## src/rtl/pe_array_output_collector_pkg.sv

```systemverilog
// pe_array_pkg: shared defaults, collector FSM state enum and PE word type
`ifndef N_PE
`define N_PE 4
`endif
`ifndef WID_PE_BITS
`define WID_PE_BITS 16
`endif
package pe_array_pkg;
  localparam int DEF_N_PE = `N_PE;
  localparam int DEF_WID_PE_BITS = `WID_PE_BITS;
  localparam int DEF_ADDR_W = 16;
  typedef enum logic {IDLE, EMIT} col_state_t;
  typedef logic [DEF_WID_PE_BITS-1:0] pe_word_t;
endpackage

```

## src/rtl/pe_array_output_collector_if.sv

```systemverilog
// pe_array_output_collector_if: valid/ready write port (valid, ready, addr, data); master drives the request, slave accepts it
interface pe_array_output_collector_if
  import pe_array_pkg::*;
#(
  parameter int ADDR_W = DEF_ADDR_W,
  parameter int DW = DEF_WID_PE_BITS
);
  logic valid;
  logic ready;
  logic [ADDR_W-1:0] addr;
  logic [DW-1:0] data;
  modport master(output valid, addr, data, input ready);
  modport slave(input valid, addr, data, output ready);
endinterface

```

## src/rtl/pe_array_output_collector_vec_fifo.sv

```systemverilog
// pe_vec_fifo: 2-entry {mask, bus} FIFO; in: clk, rst, flush, push, pop, din_*; out: head_*, next_* (second entry), full, empty, count
module pe_vec_fifo
  import pe_array_pkg::*;
#(
  parameter int N_PE = DEF_N_PE,
  parameter int WID_PE_BITS = DEF_WID_PE_BITS
) (
  input  logic clk,
  input  logic rst,
  input  logic flush,
  input  logic push,
  input  logic pop,
  input  logic [N_PE-1:0] din_mask,
  input  logic [N_PE*WID_PE_BITS-1:0] din_bus,
  output logic [N_PE-1:0] head_mask,
  output logic [N_PE*WID_PE_BITS-1:0] head_bus,
  output logic [N_PE-1:0] next_mask,
  output logic [N_PE*WID_PE_BITS-1:0] next_bus,
  output logic full,
  output logic empty,
  output logic [1:0] count
);
  localparam int EW = N_PE + N_PE * WID_PE_BITS;
  logic [EW-1:0] mem [2];
  logic rd;
  logic [0:0] wr_idx;
  assign wr_idx = flush ? 1'b0 : rd ^ count[0];
  always_ff @(posedge clk)
    if (push) mem[wr_idx] <= {din_mask, din_bus};
  always_ff @(posedge clk or posedge rst)
    if (rst) begin
      rd <= 1'b0;
      count <= 2'd0;
    end else if (flush) begin
      rd <= 1'b0;
      count <= {1'b0, push};
    end else begin
      rd <= rd ^ pop;
      count <= count + {1'b0, push} - {1'b0, pop};
    end
  assign {head_mask, head_bus} = mem[rd];
  assign {next_mask, next_bus} = mem[~rd];
  assign full = count == 2'd2;
  assign empty = count == 2'd0;
endmodule

```

## src/rtl/pe_array_output_collector.sv

```systemverilog
// pe_array_output_collector: buffers PE result vectors and serializes active lanes to an addressed write port; ports clk, rst, start, base_addr, out_valid/out_bus/out_mask, capture_ready, wr (master), busy, overflow, words_written
module pe_array_output_collector
  import pe_array_pkg::*;
#(
  parameter int N_PE = DEF_N_PE,
  parameter int WID_PE_BITS = DEF_WID_PE_BITS,
  parameter int ADDR_W = DEF_ADDR_W
) (
  input  logic clk,
  input  logic rst,
  input  logic start,
  input  logic [ADDR_W-1:0] base_addr,
  input  logic out_valid,
  input  logic [N_PE*WID_PE_BITS-1:0] out_bus,
  input  logic [N_PE-1:0] out_mask,
  output logic capture_ready,
  pe_array_output_collector_if.master wr,
  output logic busy,
  output logic overflow,
  output logic [15:0] words_written
);
  localparam int LW = N_PE > 1 ? $clog2(N_PE) : 1;
  function automatic logic [LW:0] first_set(input logic [N_PE-1:0] m, input int from);
    first_set = '0;
    for (int i = N_PE - 1; i >= 0; i--)
      if (m[i] && i >= from) first_set = {1'b1, LW'(i)};
  endfunction
  logic [N_PE-1:0] head_mask, next_mask;
  logic [N_PE*WID_PE_BITS-1:0] head_bus, next_bus, src;
  logic full, empty, push, pop, accept;
  logic [1:0] count;
  col_state_t state, state_n;
  logic [LW-1:0] lane, lane_n;
  logic [LW:0] adv, head_first, next_first;
  logic [ADDR_W-1:0] ptr;
  logic [WID_PE_BITS-1:0] data, data_n;
  assign push = out_valid && (start || !full);
  pe_vec_fifo #(.N_PE(N_PE), .WID_PE_BITS(WID_PE_BITS)) u_fifo (
    .clk(clk),
    .rst(rst),
    .flush(start),
    .push(push),
    .pop(pop),
    .din_mask(out_mask),
    .din_bus(out_bus),
    .head_mask(head_mask),
    .head_bus(head_bus),
    .next_mask(next_mask),
    .next_bus(next_bus),
    .full(full),
    .empty(empty),
    .count(count)
  );
  assign adv = first_set(head_mask, int'(lane) + 1);
  assign head_first = first_set(head_mask, 0);
  assign next_first = first_set(next_mask, 0);
  assign accept = state == EMIT && wr.ready;
  // on the last lane of the head, jump straight to a buffered second vector to keep 1 word/cycle
  always_comb begin
    state_n = state;
    lane_n = lane;
    pop = 1'b0;
    src = head_bus;
    if (state == IDLE && !empty) begin
      pop = !head_first[LW];
      state_n = head_first[LW] ? EMIT : IDLE;
      lane_n = head_first[LW-1:0];
    end else if (accept) begin
      pop = !adv[LW];
      state_n = adv[LW] || (count == 2'd2 && next_first[LW]) ? EMIT : IDLE;
      lane_n = adv[LW] ? adv[LW-1:0] : next_first[LW-1:0];
      src = adv[LW] ? head_bus : next_bus;
    end
    data_n = src[lane_n*WID_PE_BITS +: WID_PE_BITS];
  end
  always_ff @(posedge clk or posedge rst)
    if (rst) begin
      state <= IDLE;
      lane <= '0;
      data <= '0;
      ptr <= '0;
      words_written <= '0;
      overflow <= 1'b0;
    end else if (start) begin
      state <= IDLE;
      ptr <= base_addr;
      words_written <= '0;
      overflow <= 1'b0;
    end else begin
      state <= state_n;
      lane <= lane_n;
      if (state_n == EMIT) data <= data_n;
      if (accept) begin
        ptr <= ptr + ADDR_W'(1);
        words_written <= words_written + 16'(words_written != 16'hFFFF);
      end
      if (out_valid && full) overflow <= 1'b1;
    end
  assign capture_ready = !full;
  assign busy = state == EMIT || !empty;
  assign wr.valid = state == EMIT;
  assign wr.addr = ptr;
  assign wr.data = data;
endmodule

```

## src/flat_wrapper.sv

```systemverilog
// flat-port wrapper written by rule: the top's interface ports become plain ports
module pe_array_output_collector_flat import pe_array_pkg::*;
#(
  parameter int N_PE = DEF_N_PE,
  parameter int WID_PE_BITS = DEF_WID_PE_BITS,
  parameter int ADDR_W = DEF_ADDR_W
)
  (clk, rst, start, base_addr, out_valid, out_bus, out_mask, capture_ready, busy, overflow, words_written, wr_valid, wr_addr, wr_data, wr_ready);
  pe_array_output_collector_if #(.ADDR_W(ADDR_W), .DW(16)) wr_i ();
  input  logic clk;
  input  logic rst;
  input  logic start;
  input  logic [ADDR_W-1:0] base_addr;
  input  logic out_valid;
  input  logic [N_PE*WID_PE_BITS-1:0] out_bus;
  input  logic [N_PE-1:0] out_mask;
  output logic capture_ready;
  output logic busy;
  output logic overflow;
  output logic [15:0] words_written;
  output wire logic [$bits(wr_i.valid)-1:0] wr_valid;
  output wire logic [$bits(wr_i.addr)-1:0] wr_addr;
  output wire logic [$bits(wr_i.data)-1:0] wr_data;
  input wire logic [$bits(wr_i.ready)-1:0] wr_ready;
  assign wr_valid = wr_i.valid;
  assign wr_addr = wr_i.addr;
  assign wr_data = wr_i.data;
  assign wr_i.ready = wr_ready;
  pe_array_output_collector #(.N_PE(N_PE), .WID_PE_BITS(WID_PE_BITS), .ADDR_W(ADDR_W)) u_core (.clk(clk), .rst(rst), .start(start), .base_addr(base_addr), .out_valid(out_valid), .out_bus(out_bus), .out_mask(out_mask), .capture_ready(capture_ready), .wr(wr_i), .busy(busy), .overflow(overflow), .words_written(words_written));
endmodule
```

## config.mk

```make
export PLATFORM = sky130hd
export DESIGN_NAME = pe_array_output_collector_flat
export DESIGN_NICKNAME = d
export VERILOG_FILES = /design/src/rtl/pe_array_output_collector_pkg.sv /design/src/rtl/pe_array_output_collector_if.sv /design/src/rtl/pe_array_output_collector_vec_fifo.sv /design/src/rtl/pe_array_output_collector.sv /design/src/flat_wrapper.sv
export SDC_FILE = /design/constraint.sdc
export NUM_CORES = 1
export LEC_CHECK = 0
export ABC_AREA = 0
export BUFFER_PORTS_ARGS = -buffer_cell sky130_fd_sc_hd__buf_4
export CAP_MARGIN = 20
export CORE_MARGIN = 1.5
export CORE_UTILIZATION = 50
export DETAILED_ROUTE_END_ITERATION = 10
export PLACE_DENSITY = 0.72
export SYNTH_ARGS = -nofsm -noshare
export SYNTH_HDL_FRONTEND = slang
export SYNTH_SLANG_ARGS = --single-unit
```

## constraint.sdc

```tcl
create_clock -name clk -period 7.3 [get_ports clk]
set_clock_uncertainty 0.2 [all_clocks]
set_input_delay 0.73 -clock clk [delete_from_list [all_inputs] [get_ports clk]]
set_output_delay 0.73 -clock clk [all_outputs]
set_load 0.01 [all_outputs]
```

==> results.py <==
metrics = {
    "grt": {
        "antenna_found_initial": 0,
        "grtUsageTotal_pct": 21.01,
        "grt_max_degree": 69,
        "globalRouteOverflowTotal": 0,
        "grt_pass1_wl_mm": 28.50,
        "grt_pass1_vias": 5419,
    },
    "timing": {
        "setup_slack_ps": 3561,
        "slew_headroom_pct": 30.54,
        "tightest_slew_ps": 1036,
        "max_freq_mhz": 267.5,
        "period_share_pct": 51.22,
        "setup_viol": 0,
        "grt_setup_unrepaired": "false",
        "final_max_slew_viol_count": 0,
        "setup_tns_ps": 0,
        "hold_viol": 0,
        "period_minus_slack_ps": 3739,
    },
    "finish": {
        "syn2layout_area_growth_pct": 21.59,
        "final_common_cell": "buf_4",
        "final_nets": 833,
        "instances_no_fill": 968,
        "finish.instance_area_um2": 10060,
        "layout-drive-gt1-share_pct": 27.13,
        "nFillCells": 1247,
        "diodes": 0,
        "utilization_pct": 62.85,
        "final_cell_mix": "buf_4 (147), edfxtp_1 (136), dfrtp_1 (55)",
    },
    "synth": {
        "ys_warn_count": 0,
        "ys.flop_type": "edfxtp_1",
        "synth_edf_count": 136,
        "synthCells": 605,
        "async_flop_share_pct": 28.80,
        "synth_cell_types": 52,
        "syn_area_um2": 8270,
        "synth_area_per_cell_um2": 13.67,
        "synth_nets": 699,
        "ys_seq_area_share_pct": 66.02,
        "synth_seq_cells": 191,
    },
    "clocking": {
        "insertion_delay_ps": 430,
        "cts_resized": 0,
        "cts_sinks": 191,
        "clockBufferDepth": 2,
        "cts_buffers": 17,
        "postCtsSetupBuffers": 0,
        "holdBufCountCts": 0,
        "path_clk_slew_ps": 70,
        "cts_tree": "done",
        "htree_levels": 4,
        "root_buffer": "clkbuf_16",
    },
    "floorplan": {
        "die_y_um": 131.6,
        "dieArea_um2": 17320,
        "placementRows": 46,
        "coreArea_um2": 16000,
        "initial_core_util_pct": 51.69,
        "die_w_um": 131.6,
        "ioPinCount": 141,
    },
    "status": {
        "run_status": "complete, no violations",
    },
    "route": {
        "wl_per_cell_um": 18.41,
        "avgViaCountPerCell": 5.643,
        "routed_wl_mm": 17.82,
        "drtAntennaViolNets": 0,
        "vias": 5462,
        "first_iter_violations": 357,
        "drc": 0,
        "first_pass_iters": 5,
    },
    "critical_path": {
        "cpMaxStageDelayCell": "dfrtp_1",
        "slowest_delay_ps": 870,
        "critical_path_required_ps": 7410,
        "reg2reg_setup_slack_ps": 3560,
        "critPathKind": "reg2reg",
        "crit_path_start_kind": "flop",
        "endpoint_kind": "flop",
        "worstPathArrival_ps": 3850,
        "crit_chain": "inv_1 > o2111ai_1 > and2_1 > nand2_2 > buf_4 > mux2_1 > o211a_1 > a221o_1",
        "worstPathMaxFanout": 45,
    },
    "placed_design": {
        "dp_hpwl_mm": 11.71,
        "dp_slack_ps": 3274,
        "gp_congestion": 0.8058,
        "place_inst": 936,
        "dpl_cell_area_um2": 9492,
        "portBuffers": 140,
    },
    "power": {
        "ir_drop_mv": 0.2394,
        "p_leak_nw": 4.014,
        "powerDensity_nw_per_um2": 368.1,
    },
    "job": {
        "max-cap-violations": 0,
    },
    "min_path": {
        "min_path_type": "in2reg",
    },
}
==> cells in the mapped netlist (2+ instances only) <==
library cell / count / share of area (%)
mux2_1: 4 / 0.54
or3_1: 8 / 0.61
o21ai_0: 44 / 2.7
a21oi_1: 13 / 0.79
buf_4: 9 / 0.82
xor2_1: 17 / 1.8
a211oi_1: 3 / 0.27
o22ai_1: 2 / 0.15
dfrtp_1: 55 / 17
ha_1: 5 / 0.76
nor3_1: 6 / 0.36
buf_6: 3 / 0.41
mux2_2: 14 / 1.9
clkbuf_1: 12 / 0.54
o211a_1: 15 / 1.8
a221o_1: 15 / 1.8
inv_1: 13 / 0.59
or2_1: 2 / 0.15
buf_2: 6 / 0.36
nor2_1: 32 / 1.5
a211oi_2: 2 / 0.30
nand2b_1: 3 / 0.23
and3_1: 6 / 0.45
and2_1: 3 / 0.23
nand3_1: 37 / 2.2
or2_2: 2 / 0.15
buf_1: 2 / 0.091
edfxtp_1: 136 / 49
nor2b_1: 4 / 0.30
mux2i_1: 53 / 6.4
nand4_1: 7 / 0.53
nand2_1: 42 / 1.9
xnor2_1: 11 / 1.2
==> worst max-delay path: cells and delay by family, from the launching register on <==
family	cells	cell delay (ps)
AOI/OAI and AO/OA	3	660
buffers and inverters	2	650
DFF	1	870
muxes	1	410
and+or+nand+nor	2	760
==> state kept, by name, summed over array words and instances, names as in the netlist <==
register	flops
u_core.u_fifo.mem	136
u_core.words_written	16
u_core.wr.addr	16
u_core.wr.data	16
u_core.lane	2
u_core.u_fifo.count	2
u_core.overflow	1
u_core.u_fifo.rd	1
u_core.wr.valid	1
==> per-layer routing <==
metal  up-vias  GRT usage [%]  wire (um)
met3        28          5.440       1252
met2       200          35.26       8859
met1      2699          26.88       7392
li1       2535              -          -
met5         -              0          0
met4         0          6.358        314
==> final cells by class <==
type	count	area, um2	area share (%)
tap	216	270.3	2.688
multi-input combinational	369	2609	25.94
timing repair buffer	147	1104	10.97
sequential	191	5460	54.30
clock buffer	19	432.9	4.305
clock inverter	13	131.4	1.306
inverter	13	48.80	0.4853
==> metrics by stage <==
step,hold WS [ps],total power [W]
finish,278.9,0.003701
global route,256.4,0.003894
CTS,264.9,0.003727
detailed placement,304.7,0.002857
global placement,300.5,0.002826
floorplan,326.4,0.002466
==> logic make-up after synthesis <==
group | count (synthesis) | share of synthesized area [%]
DFF | 191 | 66.02
and+or+nand+nor | 156 | 8.941
AOI/OAI and AO/OA | 109 | 9.637
muxes | 71 | 8.865
buffers and inverters | 45 | 2.814
xor gates and xnor gates | 28 | 2.965
adders and majority gates | 5 | 0.7564
==> power breakdown <==
part           switching [W]  total, W  internal (W)  leakage, nW
Clock               0.000422  0.000873      0.000451        0.268
Sequential          0.000122   0.00152       0.00139         1.98
Combinational       0.000754   0.00131      0.000558         1.77
==> final timing paths <==
kind / start / end / cells past startpoint
worst max-delay path: u_core.u_fifo.rd$_DFF_PP0_ / u_core.wr.data[10]$_DFFE_PP0P_ / 8
worst min-delay path: out_bus[0] / u_core.u_fifo.mem[1][0]$_DFFE_PP_ / 1
worst min register to register: u_core.wr.data[8]$_DFFE_PP0P_ / u_core.wr.data[8]$_DFFE_PP0P_ / 1
min in group asynchronous: rst / u_core.wr.addr[15]$_DFFE_PP0P_ / 3
max in group asynchronous: rst / u_core.words_written[9]$_DFFE_PP0P_ / 3
worst max register to register: u_core.u_fifo.rd$_DFF_PP0_ / u_core.wr.data[10]$_DFFE_PP0P_ / 8
No activity file was read; power rests on OpenSTA's default activity.
